`src/rtl/ps2_kbd_tx_pkg.sv`:
```
// Shared PS/2 definitions: FSM state encoding, frame geometry and the
// odd-parity / frame-bit helpers also used by the host-side receiver.
package ps2_kbd_tx_pkg;

    typedef enum logic [1:0] {
        PS2_IDLE = 2'd0,
        PS2_GAP  = 2'd1,
        PS2_HIGH = 2'd2,
        PS2_LOW  = 2'd3
    } ps2_state_e;

    localparam int         PS2_FRAME_BITS = 11;
    localparam logic [3:0] PS2_STOP_IDX   = 4'(PS2_FRAME_BITS - 1);

    function automatic logic ps2_odd_parity(input logic [7:0] d);
        return ~^d;
    endfunction

    // Frame layout: start 0, data LSB first, odd parity, stop 1.
    function automatic logic ps2_frame_bit(input logic [7:0] d, input logic [3:0] idx);
        if (idx == 4'd0)
            return 1'b0;
        else if (idx <= 4'd8)
            return d[3'(idx - 4'd1)];
        else if (idx == 4'd9)
            return ps2_odd_parity(d);
        else
            return 1'b1;
    endfunction

endpackage

```
`src/rtl/ps2_kbd_tx_if.sv`:
```
// Byte valid/ready handshake into the PS/2 keyboard transmitter.
interface ps2_kbd_tx_if;
    logic [7:0] tx_data;
    logic       tx_valid;
    logic       tx_ready;

    modport master (output tx_data, output tx_valid, input  tx_ready);
    modport slave  (input  tx_data, input  tx_valid, output tx_ready);
endinterface

```
`src/rtl/ps2_kbd_tx_fifo.sv`:
```
// Small synchronous FIFO (count-based full/empty, show-ahead head) placed in
// front of the PS/2 serialiser. DEPTH must be a power of two, at least 2.
module ps2_tx_fifo #(
    parameter int DEPTH = 4,
    parameter int WIDTH = 8
) (
    input  logic             clk,
    input  logic             rst_n,
    input  logic             push_i,
    input  logic [WIDTH-1:0] data_i,
    input  logic             pop_i,
    output logic [WIDTH-1:0] data_o,
    output logic             full_o,
    output logic             empty_o
);
    localparam int AW = (DEPTH > 1) ? $clog2(DEPTH) : 1;

    logic [WIDTH-1:0] mem [DEPTH];
    logic [AW-1:0]    wr_ptr_q, wr_ptr_d;
    logic [AW-1:0]    rd_ptr_q, rd_ptr_d;
    logic [AW:0]      count_q, count_d;
    logic             do_push, do_pop;

    assign full_o  = (count_q == (AW+1)'(DEPTH));
    assign empty_o = (count_q == '0);
    assign do_pop  = pop_i && !empty_o;
    // A push while full still lands if the head leaves in the same cycle.
    assign do_push = push_i && (!full_o || do_pop);
    assign data_o  = mem[rd_ptr_q];

    always_comb begin
        wr_ptr_d = wr_ptr_q;
        rd_ptr_d = rd_ptr_q;
        count_d  = count_q;
        if (do_push) wr_ptr_d = wr_ptr_q + AW'(1);
        if (do_pop)  rd_ptr_d = rd_ptr_q + AW'(1);
        if (do_push && !do_pop)
            count_d = count_q + (AW+1)'(1);
        else if (do_pop && !do_push)
            count_d = count_q - (AW+1)'(1);
    end

    always_ff @(posedge clk or negedge rst_n) begin
        if (!rst_n) begin
            wr_ptr_q <= '0;
            rd_ptr_q <= '0;
            count_q  <= '0;
        end else begin
            wr_ptr_q <= wr_ptr_d;
            rd_ptr_q <= rd_ptr_d;
            count_q  <= count_d;
        end
    end

    always_ff @(posedge clk) begin
        if (do_push) mem[wr_ptr_q] <= data_i;
    end

endmodule

```
`src/rtl/ps2_kbd_tx.sv`:
```
// Device-side PS/2 keyboard transmitter with host-inhibit abort/retry.
// Define PS2_TX_FIFO_EN to put a FIFO_DEPTH-entry FIFO in front of the serialiser.
module ps2_kbd_tx
    import ps2_kbd_tx_pkg::*;
#(
    parameter int CLK_DIV    = 2000,
    parameter int IDLE_GAP   = 2500,
    parameter int FIFO_DEPTH = 4
) (
    input  logic         clk,
    input  logic         reset_n,
    ps2_kbd_tx_if.slave  tx,
    input  logic         ps2_clk_in,
    input  logic         ps2_data_in,
    output logic         ps2_clk_oe,
    output logic         ps2_data_oe,
    output logic         busy,
    output logic         aborted
);
    localparam int CNT_MAX = (CLK_DIV > IDLE_GAP) ? CLK_DIV : IDLE_GAP;
    localparam int CNT_W   = $clog2(CNT_MAX + 1);
    localparam logic [CNT_W-1:0] DIV_LAST  = CNT_W'(CLK_DIV - 1);
    localparam logic [CNT_W-1:0] GAP_LAST  = CNT_W'(IDLE_GAP - 1);
    // Our own clock release needs two cycles to reach the synchroniser output.
    localparam logic [CNT_W-1:0] INH_FIRST = CNT_W'(2);

    logic [1:0] pad_raw;
    logic [1:0] line_sync;
    logic       line_clk, line_data;

    assign pad_raw = {ps2_data_in, ps2_clk_in};

    generate
        for (genvar gi = 0; gi < 2; gi++) begin : g_sync
            logic s1_q, s2_q;
            always_ff @(posedge clk or negedge reset_n) begin
                if (!reset_n) begin
                    s1_q <= 1'b1;
                    s2_q <= 1'b1;
                end else begin
                    s1_q <= pad_raw[gi];
                    s2_q <= s1_q;
                end
            end
            assign line_sync[gi] = s2_q;
        end
    endgenerate

    assign line_clk  = line_sync[0];
    assign line_data = line_sync[1];

    logic       push, pop, pending;
    logic [7:0] head_data;

    assign push = tx.tx_valid && tx.tx_ready;

`ifdef PS2_TX_FIFO_EN
    logic fifo_full, fifo_empty;

    ps2_tx_fifo #(
        .DEPTH (FIFO_DEPTH),
        .WIDTH (8)
    ) u_fifo (
        .clk     (clk),
        .rst_n   (reset_n),
        .push_i  (push),
        .data_i  (tx.tx_data),
        .pop_i   (pop),
        .data_o  (head_data),
        .full_o  (fifo_full),
        .empty_o (fifo_empty)
    );

    assign pending     = !fifo_empty;
    assign tx.tx_ready = !fifo_full;
`else
    logic       hold_valid_q;
    logic [7:0] hold_data_q;
    logic       unused_cfg;

    assign unused_cfg = (FIFO_DEPTH > 0);

    always_ff @(posedge clk or negedge reset_n) begin
        if (!reset_n) begin
            hold_valid_q <= 1'b0;
            hold_data_q  <= 8'h00;
        end else begin
            if (pop) hold_valid_q <= 1'b0;
            if (push) begin
                hold_valid_q <= 1'b1;
                hold_data_q  <= tx.tx_data;
            end
        end
    end

    assign pending     = hold_valid_q;
    assign head_data   = hold_data_q;
    assign tx.tx_ready = !hold_valid_q;
`endif

    ps2_state_e       state_q, state_d;
    logic [CNT_W-1:0] cnt_q, cnt_d;
    logic [3:0]       bit_q, bit_d;
    logic             aborted_q, abort_w;

    always_comb begin
        state_d = state_q;
        cnt_d   = cnt_q;
        bit_d   = bit_q;
        pop     = 1'b0;
        abort_w = 1'b0;
        case (state_q)
            PS2_IDLE: begin
                cnt_d = '0;
                if (pending) state_d = PS2_GAP;
            end
            PS2_GAP: begin
                // Any low on either line (inhibit or request-to-send) restarts the gap.
                if (line_clk && line_data) begin
                    if (cnt_q == GAP_LAST) begin
                        state_d = PS2_HIGH;
                        cnt_d   = '0;
                        bit_d   = 4'd0;
                    end else begin
                        cnt_d = cnt_q + CNT_W'(1);
                    end
                end else begin
                    cnt_d = '0;
                end
            end
            PS2_HIGH: begin
                if (!line_clk && cnt_q >= INH_FIRST && bit_q != PS2_STOP_IDX) begin
                    abort_w = 1'b1;
                    state_d = PS2_IDLE;
                    cnt_d   = '0;
                end else if (cnt_q == DIV_LAST) begin
                    state_d = PS2_LOW;
                    cnt_d   = '0;
                end else begin
                    cnt_d = cnt_q + CNT_W'(1);
                end
            end
            PS2_LOW: begin
                if (cnt_q == DIV_LAST) begin
                    cnt_d = '0;
                    if (bit_q == PS2_STOP_IDX) begin
                        state_d = PS2_IDLE;
                        pop     = 1'b1;
                    end else begin
                        state_d = PS2_HIGH;
                        bit_d   = bit_q + 4'd1;
                    end
                end else begin
                    cnt_d = cnt_q + CNT_W'(1);
                end
            end
            default: state_d = PS2_IDLE;
        endcase
    end

    always_ff @(posedge clk or negedge reset_n) begin
        if (!reset_n) begin
            state_q   <= PS2_IDLE;
            cnt_q     <= '0;
            bit_q     <= 4'd0;
            aborted_q <= 1'b0;
        end else begin
            state_q   <= state_d;
            cnt_q     <= cnt_d;
            bit_q     <= bit_d;
            aborted_q <= abort_w;
        end
    end

    assign ps2_clk_oe  = (state_q == PS2_LOW);
    assign ps2_data_oe = ((state_q == PS2_HIGH) || (state_q == PS2_LOW)) &&
                         !ps2_frame_bit(head_data, bit_q);
    assign busy        = (state_q != PS2_IDLE);
    assign aborted     = aborted_q;

endmodule

```
`src/flat_wrapper.sv`:
```
// flat-port wrapper written by rule: the top's interface ports become plain ports
module ps2_kbd_tx_flat import ps2_kbd_tx_pkg::*;
#(
    parameter int CLK_DIV    = 2000,
    parameter int IDLE_GAP   = 2500,
    parameter int FIFO_DEPTH = 4
)
  (clk, reset_n, ps2_clk_in, ps2_data_in, ps2_clk_oe, ps2_data_oe, busy, aborted, tx_tx_data, tx_tx_valid, tx_tx_ready);
  ps2_kbd_tx_if tx_i ();
  input  logic clk;
  input  logic reset_n;
  input  logic ps2_clk_in;
  input  logic ps2_data_in;
  output logic ps2_clk_oe;
  output logic ps2_data_oe;
  output logic busy;
  output logic aborted;
  input wire logic [$bits(tx_i.tx_data)-1:0] tx_tx_data;
  input wire logic [$bits(tx_i.tx_valid)-1:0] tx_tx_valid;
  output wire logic [$bits(tx_i.tx_ready)-1:0] tx_tx_ready;
  assign tx_i.tx_data = tx_tx_data;
  assign tx_i.tx_valid = tx_tx_valid;
  assign tx_tx_ready = tx_i.tx_ready;
  ps2_kbd_tx #(.CLK_DIV(CLK_DIV), .IDLE_GAP(IDLE_GAP), .FIFO_DEPTH(FIFO_DEPTH)) u_core (.clk(clk), .reset_n(reset_n), .tx(tx_i), .ps2_clk_in(ps2_clk_in), .ps2_data_in(ps2_data_in), .ps2_clk_oe(ps2_clk_oe), .ps2_data_oe(ps2_data_oe), .busy(busy), .aborted(aborted));
endmodule
```
`config.mk`:
```
export PLATFORM = sky130hd
export DESIGN_NAME = ps2_kbd_tx_flat
export DESIGN_NICKNAME = d
export VERILOG_FILES = /design/src/rtl/ps2_kbd_tx_pkg.sv /design/src/rtl/ps2_kbd_tx_if.sv /design/src/rtl/ps2_kbd_tx_fifo.sv /design/src/rtl/ps2_kbd_tx.sv /design/src/flat_wrapper.sv
export SDC_FILE = /design/constraint.sdc
export NUM_CORES = 1
export LEC_CHECK = 0
export CORE_ASPECT_RATIO = 1.25
export CORE_MARGIN = 1
export CORE_UTILIZATION = 30
export CTS_CLUSTER_DIAMETER = 50
export DETAILED_ROUTE_END_ITERATION = 10
export GPL_ROUTABILITY_DRIVEN = 0
export SLEW_MARGIN = 20
export SYNTH_ARGS = -nofsm -noshare
export SYNTH_HDL_FRONTEND = slang
export SYNTH_SLANG_ARGS = --single-unit
```
`constraint.sdc`:
```
create_clock -name clk -period 2.7 [get_ports clk]
set_input_delay 0.27 -clock clk [delete_from_list [all_inputs] [get_ports clk]]
set_output_delay 0.27 -clock clk [all_outputs]
set_load 0.02 [all_outputs]
```
==> results of run 1 <==
-- worst max-delay path, stage by stage, from the launching register on --
cell      delay [ns]
dfrtp_1         0.40
inv_1           0.13
ha_1            0.28
mux4_2          0.30
maj3_1          0.36
o22ai_1         0.15
a22o_1          0.14
clkbuf_2        0.16
-- state kept, by name, summed over array words and instances (netlist names) --
signal / flops
u_core.g_sync.s2_q: 2
u_core.bit_q: 4
u_core.aborted: 1
u_core.g_sync.s1_q: 2
u_core.state_q: 2
u_core.head_data: 8
u_core.cnt_q: 12
u_core.hold_valid_q: 1
-- cell type report --
class / instances / area (sq um)
Fill cell: 569 / 3460
Multi-Input combinational cell: 115 / 888
Sequential cell: 32 / 806
Timing Repair Buffer: 21 / 195
Clock buffer: 6 / 82.6
Tap cell: 64 / 80.1
Inverter: 8 / 30.0
Clock inverter: 2 / 10.0
-- cells in the mapped netlist (3+ instances only) --
master,n,area (sq um)
nor2_1,4,15.0
a21oi_1,15,75.1
nand3_1,7,35.0
nor4_1,3,18.8
dfrtp_1,28,701
nand4_1,4,25.0
nand2_1,8,30.0
nor4b_1,3,26.3
xor2_1,10,87.6
and2_1,3,18.8
nor3_1,3,15.0
ha_1,6,75.1
inv_1,8,30.0
xnor2_1,7,61.3
dfstp_2,4,105
mux2_2,10,113
-- power groups by stage --
stage | sequential (mW) | clock, mW | combinational, mW
3_5_place_dp | 0.591 | 0 | 0.254
6_report | 0.580 | 0.384 | 0.249
3_3_place_gp | 0.589 | 0 | 0.253
2_1_floorplan | 0.577 | 0 | 0.202
4_1_cts | 0.582 | 0.396 | 0.254
5_1_grt | 0.591 | 0.420 | 0.267
-- routing by layer --
layer	vias up	wire length [um]	GRT usage
met2	13	1670	0.227
li1	628	-	-
met5	-	0	0
met3	6	98	0.0391
met4	0	84	0.0745
met1	636	1590	0.152
-- placed cells by master (no fill, tap or decap), types with 3 or more instances in the layout --
| master | synthesis | final |
|---|---|---|
| nand3_1 | 7 | 7 |
| xnor2_1 | 7 | 7 |
| a21oi_1 | 15 | 15 |
| clkbuf_8 | 0 | 6 |
| dfrtp_1 | 28 | 28 |
| nor4_1 | 3 | 3 |
| ha_1 | 6 | 6 |
| nor2_1 | 4 | 4 |
| nand4_1 | 4 | 4 |
| dfstp_2 | 4 | 4 |
| buf_4 | 2 | 4 |
| nand2_1 | 8 | 8 |
| nor3_1 | 3 | 3 |
| mux2_2 | 10 | 10 |
| xor2_1 | 10 | 10 |
| inv_1 | 8 | 8 |
| nor4b_1 | 3 | 3 |
| clkdlybuf4s50_1 | 0 | 16 |
| and2_1 | 3 | 3 |
-- cell families after synthesis --
| group | after synthesis |
|---|---|
| simple gates | 52 |
| flops | 32 |
| compound gates | 27 |
| xor+xnor | 17 |
| buf+inv | 14 |
| mux | 12 |
| fa+ha+maj | 7 |
-- metrics by stage --
step,hold slack [ns],util,cells
after floorplan,-0.0256,-,161
after global placement,0.346,0.361,240
after detailed placement,0.348,0.361,240
after CTS,0.357,0.377,248
after global routing,0.358,0.377,248
final,0.356,0.377,248
-- path summary, 6_finish.rpt --
check | startpoint | cells past startpoint | to | slack [ns]
min | u_core.g_sync[1].s1_q | 0 | u_core.g_sync[1].s2_q | 0.36
min reg2reg | u_core.g_sync[1].s1_q | 0 | u_core.g_sync[1].s2_q | 0.36
max | u_core.bit_q[1] | 7 | ps2_data_oe | 0.23
max reg2reg | u_core.cnt_q[10] | 4 | u_core.cnt_q[11] | 0.55
min in group asynchronous | reset_n | 2 | u_core.head_data[0] | 0.37
max in group asynchronous | reset_n | 2 | u_core.g_sync[0].s2_q | 1.98
-- repair_timing --
item	in CTS	in global routing
gates resized for setup	1	2
setup endpoints to repair	1	1
endpoints found under the hold margin	0	0
==> key figures, run 1 <==
Status
  – Status: completed

Worst hold path
  – HP Class: reg -> reg

Clock tree
  – Hold_buf cts: 0
  – Setup Buffers After CTS: 0
  – Root Driver: clkbuf_8
  – CTS Buf Count: 5
  – Htree depth: 2
  – Reg clk slew, reported paths: 0.07 ns
  – CTS Buffer Depth: 2
  – Clock Latency Late Sink: 0.29 ns
  – CTS tree: built
  – # clock sinks: 32

Yosys
  – Part of the Yosys area used for sequential elements: 0.457
  – Net Count, Synth: 180
  – Post-synth ARST share: 1.00
  – Post-synthesis compound-gate area fraction: 0.0994
  – EDFF count, synth: 0
  – Mux cell area share after synthesis: 0.0894
  – Number of synthesis warnings: 0
  – Seq cells post-synth: 32
  – Largest family of logic cells by synthesized area: simple AND/OR/NAND/NOR gates
  – Avg Cell Area, Syn: 10.9 sq um
  – Post-Syn Area: 0.00176 sq mm
  – Adder-Cell Fraction of Synth Area: 0.0483
  – Gate Count Post-Synth: 161
  – Yosys cell types: 45
  – XOR/XNOR share of the synthesized area: 0.0845
  – Post-synth top flop: dfrtp_1
  – Simple-gate area share of the yosys netlist: 0.182

Worst setup path
  – Critical path arrival: 2.20 ns
  – Crit path kind: reg -> out
  – Critical path fanouts, max: 4
  – CP Launch Type: flip-flop
  – Worst setup EP type: primary output
  – Worst EP required: 2.43 ns

Timing
  – Final hold violations: 0
  – Setup ws final: 0.227 ns
  – Clock skew: 0.00767 ns
  – Tcrit/Tclk final: 0.916
  – Slew Limit Headroom: 0.525
  – Worst Max-Slew Pin Slew: between 0.7 and 0.8 ns
  – Slew Viols, Final: 0
  – Final setup vio count: 0
  – Tmin final: 2.47 ns
  – Fmax: 404 MHz
  – RSZ-0062 raised after global routing: no
  – Fin Setup TNS: 0 ns

Pwr
  – Pwr Total: 1.21 mW
  – Power Internal: 0.895 mW
  – Sequential power share: 0.478
  – Lkg Pwr: between 0.8 and 0.9 nW
  – P_sw: 0.319 mW
  – Power Dens Cells: 580 mW/mm^2
  – Switching part of the total: 0.263
  – Clock Power Share: 0.317
  – Max rail drop VDD: 0.239 mV
  – Combinational share of power: 0.205

Routing
  – DRC viols: 0
  – Via count: 1,283
  – Antenna-violating nets left: 0
  – Mean routed wirelength per cell: 13.9 um
  – Vias per cell: slightly above 5
  – Starting DRT DRC Count: 86
  – DR pass1 iterations: 4
  – DRT Wirelength: 3450 um

Final layout
  – Syn-to-layout area delta: 18.7%
  – Ant. Diodes: 0
  – Layout net count: 202
  – Layout cell share with drive strength beyond 1: 0.190
  – Design Area, Final: 0.00209 sq mm

Placement
  – Number of buffers added on ports: 17
  – Setup WS pre-CTS: 0.104 ns
  – Area post-placement: 0.00200 sq mm
  – Dpl hpwl: 2490 um

Die
  – Core ar.: 0.00556 sq mm
  – # rows: 30
  – Initial Utilization: 0.317
  – # IOs: 18
  – Horiz. Die Dim: 70.6 um
  – Die Span Y: 87.7 um
  – Die footprint: 0.00619 sq mm

Global route
  – GRT overflow: 0
  – Initial antenna violation count: 0
  – Vias in the first global route: 1,365
  – GRT Total Usage: 0.133
  – First-pass GRT wire length: 6310 um
  – Largest net degree at the start of global routing: 33

Run
  – Max-Cap Viols: 0
Note: power is estimated with default switching activity, not from simulation.
==> run 2, diff against run 1 <==
- SKIP_CTS_REPAIR_TIMING: not set -> 1
==> run 2 against run 1 <==
Worst hold slack unchanged. Routed wire length unchanged. Sequential power about the same. Non-clock buffer count unchanged. Critical endpoint unchanged. Largest power group unchanged.
==> key figures, run 2 (synthesized netlist as in run 1, its figures left out) <==
Worst setup path
  – CP peak stage delay: 0.40 ns (about the same)
  – Worst setup EP type: primary output (unchanged)
  – Buf/Inv on CP: 2 (unchanged)
  – Critical path arrival: 2.25 ns (was 2.20 ns)
  – Crit path max-delay cell type: dfrtp_1 (unchanged)
  – Critical path fanouts, max: 4 (unchanged)
  – Critical-path cell list: inv_1 > ha_1 > mux4_2 > maj3_1 > o22ai_1 > a22o_1 > dlymetal6s2s_1 (was inv_1 > ha_1 > mux4_2 > maj3_1 > o22ai_1 > a22o_1 > clkbuf_2)
  – Worst EP required: 2.43 ns (about the same)
  – CP Launch Type: flip-flop (unchanged)
  – Crit path kind: reg -> out (unchanged)
  – Delay-heaviest family, CP: adder cells (unchanged)

Routing
  – DR pass1 iterations: 4 (unchanged)
  – Mean routed wirelength per cell: 13.9 um (unchanged)
  – Antenna-violating nets left: 0 (unchanged)
  – Via count: 1,283 (unchanged)
  – DRT Wirelength: 3450 um (unchanged)
  – Vias per cell: 5.17 (unchanged)
  – Starting DRT DRC Count: 86 (unchanged)
  – DRC viols: 0 (unchanged)

Clock tree
  – Clock Latency Late Sink: 0.29 ns (about the same)
  – Htree depth: 2 (unchanged)
  – CTS tree: built (unchanged)
  – Root Driver: clkbuf_8 (unchanged)
  – Reg clk slew, reported paths: 0.07 ns (about the same)
  – CTS Buffer Depth: 2 (unchanged)
  – CTS Buf Count: 5 (unchanged)
  – # clock sinks: 32 (unchanged)

Final layout
  – Ant. Diodes: 0 (unchanged)
  – Layout cell share with drive strength beyond 1: 0.185 (was 0.190)
  – Biggest register: u_core.cnt_q (unchanged)
  – Layout net count: 202 (unchanged)
  – Syn-to-layout area delta: 19.1% (was 18.7%)
  – Design Area, Final: 0.00210 sq mm (was 0.00209 sq mm)
  – Max reg flops: 12 (unchanged)
  – Most common library cell in the layout ignoring fill and taps: dfrtp_1 (unchanged)
  – Commonest cells after routing, fill and taps aside: 28 x dfrtp_1, 16 x clkdlybuf4s50_1, 15 x a21oi_1 (unchanged)
  – # fillers: 567 (was 569)

Placement
  – Area post-placement: 0.00200 sq mm (unchanged)
  – Number of buffers added on ports: 17 (unchanged)
  – Dpl hpwl: 2490 um (unchanged)

Status
  – Status: completed (unchanged)

Timing
  – RSZ-0062 raised after global routing: no (unchanged)
  – Tmin final: 2.52 ns (was 2.47 ns)
  – Final hold violations: 0 (unchanged)
  – Final setup vio count: 0 (unchanged)
  – Worst Max-Slew Pin Slew: 0.711 ns (unchanged)
  – Clock skew: 0.00767 ns (unchanged)
  – Slew Limit Headroom: 0.525 (unchanged)
  – Slew Viols, Final: 0 (unchanged)
  – Fmax: 396 MHz (was 404 MHz)
  – Tcrit/Tclk final: 0.934 (was 0.916)
  – Hold Slack: 0.356 ns (unchanged)

Die
  – Initial Utilization: 0.317 (unchanged)
  – Core ar.: 0.00556 sq mm (unchanged)
  – # rows: 30 (unchanged)
  – # IOs: 18 (unchanged)
  – Horiz. Die Dim: 70.6 um (unchanged)
  – Die footprint: 0.00619 sq mm (unchanged)
  – Die Span Y: 87.7 um (unchanged)

Pwr
  – Max rail drop VDD: 0.239 mV (unchanged)
  – Power Dens Cells: 578 mW/mm^2 (was 580 mW/mm^2)
  – Lkg Pwr: 0.879 nW (was 0.861 nW)

Global route
  – GRT Total Usage: 0.133 (unchanged)
  – Initial antenna violation count: 0 (unchanged)
  – Vias in the first global route: 1,365 (unchanged)
  – First-pass GRT wire length: 6310 um (unchanged)
  – Largest net degree at the start of global routing: 33 (unchanged)
  – GRT overflow: 0 (unchanged)

Worst hold path
  – HP Class: reg -> reg (unchanged)

Run
  – Max-Cap Viols: 0 (unchanged)
[run 2: worst reg2reg max path: stages (launching register included)]
cell and delay, ns:
dfrtp_1 0.45, or4_4 0.55, or4_4 0.54, nand2_1 0.34
a21oi_1 0.13
[run 2: area by class of cell]
cell class	instances	area [sq um]	share of cell area
clock buffer	6	82.6	0.0393
clock inverter	2	10.0	0.00477
inverter	8	30.0	0.0143
multi-input combinational	115	888	0.423
sequential	32	806	0.384
tap	64	80.1	0.0381
timing repair buffer	21	203	0.0965
[run 2: path summary, 6_finish.rpt]
path,startpoint,endpoint,slack (ns),cells past startpoint
worst max-delay path,u_core.bit_q[1],ps2_data_oe,0.18,7
worst min register to register,u_core.g_sync[1].s1_q,u_core.g_sync[1].s2_q,0.36,0
max in group asynchronous,reset_n,u_core.g_sync[0].s2_q,1.98,2
min in group asynchronous,reset_n,u_core.head_data[0],0.37,2
worst min-delay path,u_core.g_sync[1].s1_q,u_core.g_sync[1].s2_q,0.36,0
worst max register to register,u_core.cnt_q[10],u_core.cnt_q[11],0.55,4
[run 2: stage by stage]
step	utilization	std cells	worst slack [ns]	setup TNS, ns	power [mW]
global placement	0.361	240	0.166	0	0.842
global route	0.378	248	0.0360	0	1.28
detailed placement	0.361	240	0.104	0	0.845
CTS	0.377	248	-0.223	-0.223	1.23
finish	0.378	248	0.177	0	1.21
floorplan	-	161	0.545	0	0.780
[run 2: where the power goes]
part / total (mW) / switching, mW / internal [mW]
registers: 0.580 / 0.0459 / 0.534
logic: 0.249 / 0.0919 / 0.157
clock network: 0.384 / 0.181 / 0.203
total: 1.21 / 0.319 / 0.895
[run 2: layer usage]
metal  vias up  global-route usage  share of wire
li1        628                   -              -
met1       636               0.152           0.46
met2        13               0.227           0.49
met3         6              0.0391          0.028
met4         0              0.0745          0.024
met5         -                   0              0
==> run 3, diff against run 2 <==
- TNS_END_PERCENT: not set -> 100
==> results of run 3 <==
The final DEF is identical to that of run 2; final timing and power are the same.
